<file path="src/rtl/cpu_sequencer.sv">
`default_nettype none
// ============================================================================
// Module      : cpu_sequencer
// Description : Multi-cycle control sequencer for a small 8-bit CPU. Fetches
//               one- or two-byte instructions from instruction memory, decodes
//               them, and issues single-cycle datapath strobes and a
//               data-memory handshake.
// Revision    : 1.0 - initial release
// ----------------------------------------------------------------------------
// Ports
//   clk         in   1  clock, all state updates on the rising edge
//   reset       in   1  asynchronous active-high reset
//   run         in   1  start request, sampled only in IDLE
//   step        in   1  single-step request (only with SINGLE_STEP_EN)
//   imem_req    out  1  instruction-memory read request
//   imem_ready  in   1  imem_data valid
//   imem_data   in   8  instruction / immediate byte
//   pc          out  8  program counter, also the imem address
//   ir          out  8  latched instruction
//   opcode      out  4  ir[7:4]
//   rd          out  2  ir[3:2]
//   rs          out  2  ir[1:0]
//   imm         out  8  latched immediate byte
//   dmem_req    out  1  data-memory request
//   dmem_we     out  1  data-memory write enable
//   dmem_ready  in   1  data-memory access complete
//   alu_en      out  1  ALU strobe, one cycle
//   reg_write   out  1  register-file write strobe, one cycle
//   zero_flag   in   1  datapath zero flag, used by BZ
//   halted      out  1  high while in HALT
// ----------------------------------------------------------------------------
// Build option
//   SINGLE_STEP_EN : adds the step port; after every instruction the sequencer
//                    parks in IDLE and runs exactly one instruction per step
//                    pulse.
// ============================================================================
module cpu_sequencer (
    input  logic       clk,
    input  logic       reset,
    input  logic       run,
`ifdef SINGLE_STEP_EN
    input  logic       step,
`endif
    output logic       imem_req,
    input  logic       imem_ready,
    input  logic [7:0] imem_data,
    output logic [7:0] pc,
    output logic [7:0] ir,
    output logic [3:0] opcode,
    output logic [1:0] rd,
    output logic [1:0] rs,
    output logic [7:0] imm,
    output logic       dmem_req,
    output logic       dmem_we,
    input  logic       dmem_ready,
    output logic       alu_en,
    output logic       reg_write,
    input  logic       zero_flag,
    output logic       halted
);

    localparam logic [2:0] c_ST_IDLE      = 3'd0;
    localparam logic [2:0] c_ST_FETCH     = 3'd1;
    localparam logic [2:0] c_ST_DECODE    = 3'd2;
    localparam logic [2:0] c_ST_FETCH_IMM = 3'd3;
    localparam logic [2:0] c_ST_EXEC      = 3'd4;
    localparam logic [2:0] c_ST_MEM       = 3'd5;
    localparam logic [2:0] c_ST_WB        = 3'd6;
    localparam logic [2:0] c_ST_HALT      = 3'd7;

    localparam logic [3:0] c_OP_LD  = 4'h4;
    localparam logic [3:0] c_OP_ST  = 4'h5;
    localparam logic [3:0] c_OP_LDI = 4'h6;
    localparam logic [3:0] c_OP_JMP = 4'h7;
    localparam logic [3:0] c_OP_BZ  = 4'h8;
    localparam logic [3:0] c_OP_HLT = 4'hF;

    // Where an instruction goes when it is finished: straight to the next
    // fetch, or back to IDLE to wait for the next step pulse.
`ifdef SINGLE_STEP_EN
    localparam logic [2:0] c_ST_NEXT = c_ST_IDLE;
`else
    localparam logic [2:0] c_ST_NEXT = c_ST_FETCH;
`endif

    logic [2:0] r_state;
    logic [7:0] r_pc;
    logic [7:0] r_ir;
    logic [7:0] r_imm;
    logic       r_imem_req;
    logic       r_dmem_req;
    logic       r_dmem_we;
    logic       r_alu_en;
    logic       r_reg_write;
    logic       r_halted;

    logic [2:0] w_state_nxt;
    logic [7:0] w_pc_nxt;
    logic [7:0] w_ir_nxt;
    logic [7:0] w_imm_nxt;
    logic [3:0] w_op;
    logic [3:0] w_op_nxt;
    logic       w_go;
    logic       w_is_mem_nxt;

`ifdef SINGLE_STEP_EN
    // r_armed: the first run has been taken; from then on IDLE waits for step.
    // r_step_pend: a step rising edge seen but not yet consumed, so a pulse
    // arriving mid-instruction is not lost and a long pulse counts once.
    logic r_armed;
    logic r_step_q;
    logic r_step_pend;
    logic w_step_take;

    assign w_step_take = (r_state == c_ST_IDLE) && r_armed && r_step_pend;
    assign w_go        = r_armed ? r_step_pend : run;

    always_ff @(posedge clk or posedge reset) begin
        if (reset) begin
            r_armed     <= 1'b0;
            r_step_q    <= 1'b0;
            r_step_pend <= 1'b0;
        end else begin
            r_step_q    <= step;
            r_step_pend <= (r_step_pend && !w_step_take) || (step && !r_step_q);
            if ((r_state == c_ST_IDLE) && w_go) begin
                r_armed <= 1'b1;
            end
        end
    end
`else
    assign w_go = run;
`endif

    assign w_op     = r_ir[7:4];
    assign w_op_nxt = w_ir_nxt[7:4];

    // Next-state and datapath-register updates.
    always_comb begin
        w_state_nxt = r_state;
        w_pc_nxt    = r_pc;
        w_ir_nxt    = r_ir;
        w_imm_nxt   = r_imm;
        case (r_state)
            c_ST_IDLE: begin
                if (w_go) begin
                    w_state_nxt = c_ST_FETCH;
                end
            end
            c_ST_FETCH: begin
                if (imem_ready) begin
                    w_ir_nxt    = imem_data;
                    w_pc_nxt    = r_pc + 8'd1;
                    w_state_nxt = c_ST_DECODE;
                end
            end
            c_ST_DECODE: begin
                if ((w_op == c_OP_LDI) || (w_op == c_OP_JMP) || (w_op == c_OP_BZ)) begin
                    w_state_nxt = c_ST_FETCH_IMM;
                end else begin
                    w_state_nxt = c_ST_EXEC;
                end
            end
            c_ST_FETCH_IMM: begin
                if (imem_ready) begin
                    w_imm_nxt   = imem_data;
                    w_pc_nxt    = r_pc + 8'd1;
                    w_state_nxt = c_ST_EXEC;
                end
            end
            c_ST_EXEC: begin
                case (w_op)
                    4'h0, 4'h1, 4'h2, 4'h3: w_state_nxt = c_ST_WB;
                    c_OP_LD, c_OP_ST:       w_state_nxt = c_ST_MEM;
                    c_OP_LDI:               w_state_nxt = c_ST_WB;
                    c_OP_JMP: begin
                        w_pc_nxt    = r_imm;
                        w_state_nxt = c_ST_NEXT;
                    end
                    c_OP_BZ: begin
                        if (zero_flag) begin
                            w_pc_nxt = r_imm;
                        end
                        w_state_nxt = c_ST_NEXT;
                    end
                    c_OP_HLT:               w_state_nxt = c_ST_HALT;
                    default:                w_state_nxt = c_ST_NEXT;
                endcase
            end
            c_ST_MEM: begin
                if (dmem_ready) begin
                    w_state_nxt = (w_op == c_OP_LD) ? c_ST_WB : c_ST_NEXT;
                end
            end
            c_ST_WB: begin
                w_state_nxt = c_ST_NEXT;
            end
            c_ST_HALT: begin
                w_state_nxt = c_ST_HALT;
            end
            default: begin
                w_state_nxt = c_ST_IDLE;
            end
        endcase
    end

    // The data request is raised on entry to EXEC and held through MEM.
    assign w_is_mem_nxt = (w_op_nxt == c_OP_LD) || (w_op_nxt == c_OP_ST);

    // Strobes are registered from the next state so each one is high exactly
    // for the cycles the sequencer spends in the owning state.
    always_ff @(posedge clk or posedge reset) begin
        if (reset) begin
            r_state     <= c_ST_IDLE;
            r_pc        <= 8'h00;
            r_ir        <= 8'h00;
            r_imm       <= 8'h00;
            r_imem_req  <= 1'b0;
            r_dmem_req  <= 1'b0;
            r_dmem_we   <= 1'b0;
            r_alu_en    <= 1'b0;
            r_reg_write <= 1'b0;
            r_halted    <= 1'b0;
        end else begin
            r_state     <= w_state_nxt;
            r_pc        <= w_pc_nxt;
            r_ir        <= w_ir_nxt;
            r_imm       <= w_imm_nxt;
            r_imem_req  <= (w_state_nxt == c_ST_FETCH) || (w_state_nxt == c_ST_FETCH_IMM);
            r_dmem_req  <= ((w_state_nxt == c_ST_EXEC) || (w_state_nxt == c_ST_MEM)) && w_is_mem_nxt;
            r_dmem_we   <= ((w_state_nxt == c_ST_EXEC) || (w_state_nxt == c_ST_MEM)) &&
                           (w_op_nxt == c_OP_ST);
            r_alu_en    <= (w_state_nxt == c_ST_EXEC) && (w_op_nxt[3:2] == 2'b00);
            r_reg_write <= (w_state_nxt == c_ST_WB);
            r_halted    <= (w_state_nxt == c_ST_HALT);
        end
    end

    assign imem_req  = r_imem_req;
    assign pc        = r_pc;
    assign ir        = r_ir;
    assign opcode    = r_ir[7:4];
    assign rd        = r_ir[3:2];
    assign rs        = r_ir[1:0];
    assign imm       = r_imm;
    assign dmem_req  = r_dmem_req;
    assign dmem_we   = r_dmem_we;
    assign alu_en    = r_alu_en;
    assign reg_write = r_reg_write;
    assign halted    = r_halted;

endmodule

`default_nettype wire

</file>
<file path="config.mk">
export PLATFORM = sky130hd
export DESIGN_NAME = cpu_sequencer
export DESIGN_NICKNAME = d
export VERILOG_FILES = /design/src/rtl/cpu_sequencer.sv
export SDC_FILE = /design/constraint.sdc
export NUM_CORES = 1
export LEC_CHECK = 0
export BUFFER_PORTS_ARGS = -buffer_cell sky130_fd_sc_hd__buf_2
export CAP_MARGIN = 20
export CELL_PAD_IN_SITES_DETAIL_PLACEMENT = 1
export CELL_PAD_IN_SITES_GLOBAL_PLACEMENT = 1
export CORE_MARGIN = 5
export CORE_UTILIZATION = 31
export DETAILED_ROUTE_END_ITERATION = 8
export GPL_TIMING_DRIVEN = 0
export PLACE_DENSITY = 0.69
export SKIP_CTS_REPAIR_TIMING = 1
export SLEW_MARGIN = 20
export SYNTH_ARGS = -nofsm -noshare
export SYNTH_HDL_FRONTEND = slang
export SYNTH_SLANG_ARGS = --single-unit
</file>
<file path="constraint.sdc">
create_clock -name clk -period 5.2 [get_ports clk]
set_input_delay 0.52 -clock clk [delete_from_list [all_inputs] [get_ports clk]]
set_output_delay 0.52 -clock clk [all_outputs]
set_load 0.02 [all_outputs]
</file>
==> impl_results.md, run 1 <==
- Status: complete, no violations
- Top_reg_cell synth: dfrtp_1
- Die area: a little over 0.007 mm²
- CTS buffer count: 5
- Post-synthesis average cell area: between 10 and 15 µm²
- Die Span Y: roughly 84 µm
- Logic pwr share: 53.0%
- Fillers: about 650
- CORE AREA: around 0.0054 mm²
- Max Cap Viol: 0
- Worst path required time: 5.39 ns
- Util after Layout: 39.36%
- Post-route cell area: 0.002141 mm²
- Setup TNS: 0 ns
- Sequential cell area: roughly 830 µm²
- Mapped Nets: 174
- Via/cell ratio: ~5
- Die width: approximately 84 µm
- DP Wirelength: 3428 µm
- DRT antenna net count: 0
- Slew HR: between 50% and 60%
- Min Tclk post-route: about 2.2 ns
- Endpoint type of the worst setup path: register
- Pre-Repair DR Iteration Count: 4
- Area occupied by multi-input gates: between 700 and 800 µm²
- Commonest non-fill, non-tap cell in the layout: buf_2
- Clock power share: a little over an eighth
- Share of cells above drive strength 1: between 40% and 50%
- IO Port Bufs: between 50 and 60
- Slew Viols, Final: 0
- Leading area contributor after synthesis: dfrtp_1
- RSZ-0062 raised after global routing: no
- Synth Area in Simple Gates: a little under a fifth
- Crit Path Class: reg -> reg
- CTS tree: done
- Syn Inst Count: 159
- Post-Syn Area: between 0.0015 and 0.002 mm²
- First-pass GRT wire length: roughly 7500 µm
- CP max FO: 10
- Sw Share: between 40% and 50%
- Most frequent cells in the layout: 52 x buf_2, 33 x dfrtp_1, 14 x mux2_2, 12 x nand2_1
- Vias: about 1400
- Hold Crit Class: in -> async
- Compound-Gate Fraction of Synth Area: a little over an eighth
- Max VDD drop: roughly 0.00028 V
- Max clock buf depth: 2
- Initial antenna violation count: 0
- Setup Skew: ~0.0044 ns
- Io pins: 52
- Async set-or-reset flop fraction in the synthesized netlist: 100.0%
- Final Cycle Share: 42.23%
- Adder-Cell Fraction of Synth Area: 0.7321%
- Clk Latency, worst-skew pair: roughly 0.29 ns
- Pwr/cell area: approximately 690 mW/mm²
- DR iter-0 viols: 42
- H-tree depth: 2
- Overall Global Routing Usage: roughly an eighth
- Sequential area share after synthesis: between 40% and 50%
- Starting Density: 31.42%
- Wire per inst: 15.45 µm
- Global route overflow: 0
- Leak: ~1.0 nW
- Final WL: 4481 µm
- Internal power: a little under 0.8 mW
- Cell Rows: 27
- Gpl congestion: roughly 0.79
- Flop pwr share: ~34%
- Largest family of logic cells by synthesized area: simple AND/OR/NAND/NOR gates
- Number of global-route vias before repair: about 1500
- Net Sw Power: 0.6797 mW
- Max frequency: roughly 0.46 GHz
- YS warnings: 0
- Startpoint types: register
- FF+latch count, synth: 33
- Arrival time worst endpoint: around 2.4 ns
- Largest cells by area after synthesis: dfrtp_1 48%, mux2_2 9.2%, buf_4 4.8%
- Area growth syn-to-layout: 25.26%
- Post-synth EDFFs: 0
- Synth Area in XOR/XNOR: under 10%
- Root Buffer: clkbuf_8
- DRC: 0
- Diode count: 0
- Final hold violations: 0
- # setup viols final: 0
- Clock slew at reported path FFs: approximately 0.07 ns
- Netlist cell types: 46
- Clock sink count: 33
- Mux share of post-synthesis cell area: 9.810%
- Tightest Pin Transition: 0.7027 ns
- Largest net degree at the start of global routing: 34
- Final layout net count: ~230
- Area post-placement: between 0.002 and 0.0025 mm²
- Yosys top cell area share: 48.32%
power groups by stage:
| stage | Combinational [mW] | Sequential [mW] | Clock (mW) |
|---|---|---|---|
| 2_1_floorplan | 0.435 | 0.600 | 0 |
| 3_3_place_gp | 0.774 | 0.503 | 0 |
| 3_5_place_dp | 0.790 | 0.507 | 0 |
| 4_1_cts | 0.793 | 0.502 | 0.199 |
| 5_1_grt | 0.849 | 0.523 | 0.212 |
| 6_report | 0.779 | 0.501 | 0.191 |
through the flow:
step | cells | power, mW | hold slack, ns | setup WS, ns
finish | 290 | 1.470 | 0.3403 | 3.004
global route | 290 | 1.584 | 0.4112 | 2.837
CTS | 290 | 1.494 | 0.3720 | 3.002
detailed placement | 282 | 1.298 | 0.5173 | 2.946
global placement | 282 | 1.276 | 0.5141 | 2.869
floorplan | 159 | 1.035 | 0.5890 | 3.225
state kept, by name, indices dropped and copies added, names as in the netlist:
| name | flops |
|---|---|
| r_state | 3 |
| imem_req | 1 |
| alu_en | 1 |
| pc | 8 |
| dmem_we | 1 |
| reg_write | 1 |
| dmem_req | 1 |
| halted | 1 |
| ir | 8 |
| imm | 8 |
critical path, stage by stage, from the launching register on:
cell	delay, ns
dfrtp_1	0.47
nand3b_1	0.40
nor2_2	0.51
mux2i_1	0.30
nand2_1	0.14
nor4b_2	0.27
cell families (layout without fill, tap and decap cells):
| group | after synthesis | after routing |
|---|---|---|
| AO/OA/AOI/OAI | 29 | 29 |
| XOR/XNOR | 2 | 2 |
| adder cells (fa/ha/maj) | 1 | 1 |
| flip-flops | 33 | 33 |
| AND/OR/NAND/NOR | 57 | 57 |
| multiplexers | 15 | 15 |
| buffers and inverters | 22 | 81 |
final cells by class:
class	instances	area share (%)
Timing Repair Buffer	51	11.92
Buffer	13	4.617
Tap cell	72	4.208
Clock buffer	5	3.214
Multi-Input combinational cell	104	35.07
Inverter	9	1.578
Sequential cell	33	38.57
Clock inverter	3	0.8182
routing by layer:
layer	track usage (%)	routed length, µm	vias up
met5	0	0	-
met4	7.310	113	0
met3	3.238	182	8
met2	21.09	2154	31
met1	16.56	2031	701
li1	-	-	689
path summary, 6_finish.rpt:
path	from	endpoint	slack, ns	depth (start not counted)
hold reg to reg	imm[1]	imm[1]	0.53	1
hold / removal	reset	imm[6]	0.34	2
min in group clk	imem_data[1]	imm[1]	0.47	2
setup / recovery	r_state[2]	dmem_we	3.00	5
max in group asynchronous	reset	halted	4.41	2
setup reg to reg	r_state[2]	dmem_we	3.00	5
Yosys cell counts (all sizes together), types with 2 or more instances:
| cell | number |
|---|---|
| a211oi | 3 |
| a21oi | 2 |
| a31oi | 6 |
| a32o | 3 |
| and3 | 4 |
| buf | 13 |
| dfrtp | 33 |
| inv | 9 |
| mux2 | 14 |
| nand2 | 12 |
| nand2b | 3 |
| nand3 | 6 |
| nand3b | 3 |
| nor2 | 12 |
| nor3 | 4 |
| nor3b | 3 |
| nor4b | 2 |
| o21ai | 6 |
| o22a | 2 |
| o22ai | 3 |
| or4b | 2 |
(Power assumes the default switching activity.)
==> run 2, diff against run 1 <==
Clock period 5.2 ns to 2.3 ns, I/O delays scaled along.
==> impl_results.md, run 2 (synthesis gave the netlist of run 1 again) <==
- Status: complete, no violations (unchanged)
- H-tree depth: 2 (unchanged)
- CTS tree: done (unchanged)
- Endpoint type of the worst setup path: register (unchanged)
- CP max FO: 11 (was 10)
- Crit path cell chain: or4b_4 > o22a_4 > nand2b_4 > buf_6 > a31oi_1 > o21ai_1 (was nand3b_1 > nor2_2 > mux2i_1 > nand2_1 > nor4b_2)
- CP bufs+invs: 1 (was 0)
- Max VDD drop: 0.0006344 V (was 0.0002806 V)
- Worst path max stage delay: 0.62 ns (was 0.51 ns)
- DR iter-0 viols: 42 (unchanged)
- Crit Path Class: reg -> reg (unchanged)
- Via/cell ratio: 4.921 (was 4.928)
- Root Buffer: clkbuf_8 (unchanged)
- Max Cap Viol: 0 (unchanged)
- Clk Latency, worst-skew pair: 0.29 ns (about the same)
- Post-Place Setup Slack: 0.1186 ns (was 2.946 ns)
- Overall Global Routing Usage: 13.30% (unchanged)
- Arrival time worst endpoint: 2.25 ns (was 2.39 ns)
- Number of global-route vias before repair: 1476 (unchanged)
- Pwr/cell area: 1553 mW/mm² (was 686.9 mW/mm²)
- WHS: 0.05022 ns (was 0.3403 ns)
- Crit-path slowest cell: or4b_4 (was nor2_2)
- DRT antenna net count: 0 (unchanged)
- Slew HR: 53.10% (was 53.08%)
- Vias: 1427 (was 1429)
- Diode count: 0 (unchanged)
- Setup TNS: 0 ns (unchanged)
- Min Tclk post-route: 2.083 ns (was 2.196 ns)
- Global route overflow: 0 (unchanged)
- RSZ-0062 raised after global routing: no (unchanged)
- Max frequency: 0.4800 GHz (was 0.4553 GHz)
- Clock sink count: 33 (unchanged)
- DP Wirelength: 3428 µm (unchanged)
- Final layout net count: 232 (unchanged)
- Final hold violations: 0 (unchanged)
- CORE AREA: 0.005439 mm² (unchanged)
- CTS buffer count: 5 (unchanged)
- Leak: 1.015 nW (about the same)
- Final WL: 4479 µm (was 4481 µm)
- Setup Skew: 0.004373 ns (about the same)
- Share of cells above drive strength 1: 45.41% (unchanged)
- Hold Crit Class: in -> async (unchanged)
- Commonest non-fill, non-tap cell in the layout: buf_2 (unchanged)
- Die Span Y: 84.25 µm (unchanged)
- Die area: 0.007098 mm² (unchanged)
- Final WS setup: 0.2167 ns (was 3.004 ns)
- Wire per inst: 15.44 µm (was 15.45 µm)
- Max clock buf depth: 2 (unchanged)
- IO Port Bufs: 51 (unchanged)
- Final Cycle Share: 90.58% (was 42.23%)
- Die width: 84.25 µm (unchanged)
- Pre-Repair DR Iteration Count: 4 (unchanged)
- Tightest Pin Transition: 0.7025 ns (was 0.7027 ns)
- Cell Rows: 27 (unchanged)
- Worst path required time: 2.47 ns (was 5.39 ns)
- Startpoint types: register (unchanged)
- Area growth syn-to-layout: 25.55% (was 25.26%)
- Clock slew at reported path FFs: 0.07 ns (about the same)
- Worst path top cell family by delay: simple AND/OR/NAND/NOR gates (unchanged)
- Initial antenna violation count: 0 (unchanged)
- Io pins: 52 (unchanged)
- # setup viols final: 0 (unchanged)
- Gpl congestion: 0.7906 (unchanged)
- Largest net degree at the start of global routing: 34 (unchanged)
- First-pass GRT wire length: 7486 µm (unchanged)
- Most frequent cells in the layout: 52 x buf_2, 33 x dfrtp_1, 14 x mux2_2, 12 x nand2_1 (unchanged)
- Starting Density: 31.42% (unchanged)
- Slew Viols, Final: 0 (unchanged)
- DRC: 0 (unchanged)
run 2: cell type report:
| class | count | area [µm²] |
|---|---|---|
| clock inverters | 3 | 17.52 |
| repair buffers | 51 | 255.2 |
| fillers | 645 | 3293 |
| well taps | 72 | 90.09 |
| inverters | 9 | 33.78 |
| clock buffers | 5 | 68.82 |
| flip-flops and latches | 33 | 825.8 |
| multi-input cells | 104 | 755.7 |
| plain buffers | 13 | 98.84 |
run 2: report_power, final:
part	total (mW)	leakage (nW)	switching (mW)	internal (mW)
registers	1.13	0.407	0.292	0.840
logic	1.77	0.564	1.03	0.741
clock network	0.431	0.0439	0.223	0.209
run 2: path summary, 6_finish.rpt:
check                             start     end  slack (ns)  cells after the start
max                               ir[6]   pc[2]        0.22                      6
min                               reset  imm[6]        0.05                      2
max reg2reg                       ir[6]   pc[2]        0.22                      6
min reg2reg                      imm[1]  imm[1]        0.53                      1
max in group asynchronous         reset  halted        1.80                      2
min in group clk           imem_data[1]  imm[1]        0.18                      2
run 2: metal layers:
| metal | global-route usage, % | vias to the layer above | part of all wire, % |
|---|---|---|---|
| met4 | 7.310 | 0 | 2.5 |
| met1 | 16.56 | 699 | 45 |
| met5 | 0 | - | 0 |
| met3 | 3.238 | 8 | 4.1 |
| met2 | 21.09 | 31 | 48 |
| li1 | - | 689 | - |
run 2: per-stage QoR:
stage,cells,total power [mW],utilization (%),instance area [µm²]
after global routing,290,3.589,39.45,2146
after floorplan,159,2.341,-,1709
after CTS,290,3.379,39.36,2141
after global placement,282,2.885,37.77,2054
final,290,3.331,39.45,2146
after detailed placement,282,2.934,37.77,2054
==> run 3, diff against run 2 <==
Settings changed: ABC_AREA set to 1, PLACE_DENSITY 0.69 to 0.72.
==> impl_results.md, run 3 <==
- Final hold violations: 0 (unchanged)
- Tightest Pin Transition: 0.7056 ns (was 0.7025 ns)
- # setup viols final: 0 (unchanged)
- Post-route cell area: 0.002349 mm² (was 0.002146 mm²)
- Crit path cell chain: inv_2 > nand2_1 > nor2_4 > inv_1 > or2_2 > o21ai_0 > a21oi_1 (was or4b_4 > o22a_4 > nand2b_4 > buf_6 > a31oi_1 > o21ai_1)
- Final Cycle Share: 70.55% (was 90.58%)
- Post-Syn Area: 0.001883 mm² (was 0.001709 mm²)
- Worst path required time: 2.46 ns (was 2.47 ns)
- Crit Path Class: reg -> reg (unchanged)
- Diode count: 0 (unchanged)
- Share of cells above drive strength 1: 30.19% (was 45.41%)
- Most frequent cells in the layout: 75 x nand2_1, 53 x buf_2, 33 x dfrtp_1, 25 x nor2_1 (was 52 x buf_2, 33 x dfrtp_1, 14 x mux2_2, 12 x nand2_1)
- CTS buffer count: 5 (unchanged)
- WHS: 0.05235 ns (was 0.05022 ns)
- DRC: 0 (unchanged)
- DRT antenna net count: 0 (unchanged)
- First-pass GRT wire length: 8921 µm (was 7486 µm)
- Root Buffer: clkbuf_8 (unchanged)
- Post-synthesis average cell area: 7.562 µm² (was 10.75 µm²)
- Area growth syn-to-layout: 24.72% (was 25.55%)
- Die Span Y: 87.94 µm (was 84.25 µm)
- Mapped Nets: 264 (was 174)
- Final WL: 5244 µm (was 4479 µm)
- Wire per inst: 13.69 µm (was 15.44 µm)
- Async set-or-reset flop fraction in the synthesized netlist: 100.0% (unchanged)
- FF+latch count, synth: 33 (unchanged)
- Initial antenna violation count: 0 (unchanged)
- Area post-placement: 0.002232 mm² (was 0.002054 mm²)
- Leading area contributor after synthesis: dfrtp_1 (unchanged)
- RSZ-0062 raised after global routing: no (unchanged)
- H-tree depth: 2 (unchanged)
- IO Port Bufs: 51 (unchanged)
- DP Wirelength: 4211 µm (was 3428 µm)
- Clock slew at reported path FFs: 0.07 ns (about the same)
- Placed Cells: 375 (was 282)
- Top_reg_cell synth: dfrtp_1 (unchanged)
- CORE AREA: 0.005921 mm² (was 0.005439 mm²)
- Final WS setup: 0.6773 ns (was 0.2167 ns)
- Fillers: 772 (was 645)
- Pwr/cell area: 525.7 mW/mm² (was 1553 mW/mm²)
- Post-route insts no fill: 383 (was 290)
- Post-synth EDFFs: 0 (unchanged)
- Netlist cell types: 29 (was 46)
- Total chip power: 1.235 mW (was 3.331 mW)
- Max VDD drop: 0.0003162 V (was 0.0006344 V)
- Clock sink count: 33 (unchanged)
- Endpoint type of the worst setup path: register (unchanged)
- Cell Rows: 28 (was 27)
- Yosys top cell area share: 43.85% (was 48.32%)
- Leak: 1.312 nW (was 1.015 nW)
- Sequential area share after synthesis: 43.85% (was 48.32%)
- Final layout net count: 322 (was 232)
- Pre-Repair DR Iteration Count: 4 (unchanged)
- Startpoint types: register (unchanged)
- Max Cap Viol: 0 (unchanged)
- CTS tree: done (unchanged)
- Starting Density: 31.80% (was 31.42%)
- Worst path max stage delay: 0.44 ns (was 0.62 ns)
- Setup Skew: 0.004384 ns (was 0.004373 ns)
- Post-Place Setup Slack: 0.6914 ns (was 0.1186 ns)
- Slew HR: 52.89% (was 53.10%)
- Largest cells by area after synthesis: dfrtp_1 44%, nand2_1 15%, nand3_1 6.4% (was dfrtp_1 48%, mux2_2 9.2%, buf_4 4.8%)
- Vias: 1783 (was 1427)
- Setup TNS: 0 ns (unchanged)
- Via/cell ratio: 4.655 (was 4.921)
- Commonest non-fill, non-tap cell in the layout: nand2_1 (was buf_2)
- Post-synth top cells: 75 x nand2_1, 33 x dfrtp_1, 25 x inv_1, 25 x nor2_1, 24 x nand3_1 (was 33 x dfrtp_1, 14 x mux2_2, 12 x nand2_1, 11 x buf_4, 11 x nor2_1)
- Global route overflow: 0 (unchanged)
- Largest net degree at the start of global routing: 34 (unchanged)
- CP max FO: 6 (was 11)
- Number of global-route vias before repair: 1850 (was 1476)
- Min Tclk post-route: 1.623 ns (was 2.083 ns)
- Die width: 87.94 µm (was 84.25 µm)
- Arrival time worst endpoint: 1.79 ns (was 2.25 ns)
- Overall Global Routing Usage: 14.88% (was 13.30%)
- DR iter-0 viols: 58 (was 42)
- Util after Layout: 39.67% (was 39.45%)
- Crit-path slowest cell: dfrtp_1 (was or4b_4)
- Status: complete, no violations (unchanged)
- Gpl congestion: 0.7533 (was 0.7906)
- Slew Viols, Final: 0 (unchanged)
- Clk Latency, worst-skew pair: 0.28 ns (was 0.29 ns)
- Die area: 0.007733 mm² (was 0.007098 mm²)
- Max frequency: 0.6162 GHz (was 0.4800 GHz)
- Count leader, synth: nand2_1 (was dfrtp_1)
- Hold Crit Class: in -> async (unchanged)
- Max clock buf depth: 2 (unchanged)
- Syn Inst Count: 249 (was 159)
- Io pins: 52 (unchanged)
- YS warnings: 0 (unchanged)
## run 3: cell count changes in the layout (fill, tap and decap cells not counted), moves of 6 or more
cell / delta
mux2_2: -14
nand3_1: +18
nor2_1: +14
o21ai_0: +6
nand2_1: +63
o21ai_1: +8
inv_1: +17
a31oi_1: -6
## run 3: worst max-delay path: cells and delay by family (launching register included)
kind	cells	cell delay, ns
buf+inv	2	0.28
compound gates	2	0.18
simple gates	3	0.60
flops	1	0.44
## run 3: path summary, 6_finish.rpt
path | cells after the start | startpoint | to | slack (ns)
worst max-delay path | 7 | r_state[1] | pc[4] | 0.68
worst max register to register | 7 | r_state[1] | pc[4] | 0.68
max in group asynchronous | 2 | reset | r_state[2] | 1.79
worst min register to register | 2 | ir[2] | ir[2] | 0.51
worst min-delay path | 2 | reset | ir[2] | 0.05
min in group clk | 3 | imem_data[3] | imm[3] | 0.19
## run 3: layout make-up
type	count	area [µm²]	share of cell area (%)
clock buffer	7	86.33	3.676
tap	75	93.84	3.996
sequential	33	825.8	35.16
inverter	29	110.1	4.688
buffer	14	107.6	4.582
timing repair buffer	51	255.2	10.87
multi-input combinational	173	839.6	35.75
clock inverter	1	30.03	1.279
## run 3: metal layers
metal	GRT usage [%]	vias up	part of all wire, %
met5	0	-	0
met4	3.487	0	0.92
met3	4.139	6	4.6
met2	26.30	38	51
met1	17.91	846	44
li1	-	893	-
## run 3: power by group
group	internal, mW	switching [mW]	leakage (nW)
clock network	0.353	0.215	0.0585
logic	0.0267	0.0506	0.834
registers	0.583	0.00626	0.420
total	0.963	0.271	1.31
## run 3: logic make-up (layout without fill, tap and decap cells)
| group | after synthesis | in the layout | share of synthesized area [%] |
|---|---|---|---|
| compound gates | 26 | 26 | 7.973 |
| xor+xnor | 1 | 1 | 0.4652 |
| fa+ha+maj | 1 | 1 | 0.6643 |
| buf+inv | 43 | 102 | 11.56 |
| flops | 33 | 33 | 43.85 |
| simple gates | 145 | 145 | 35.48 |
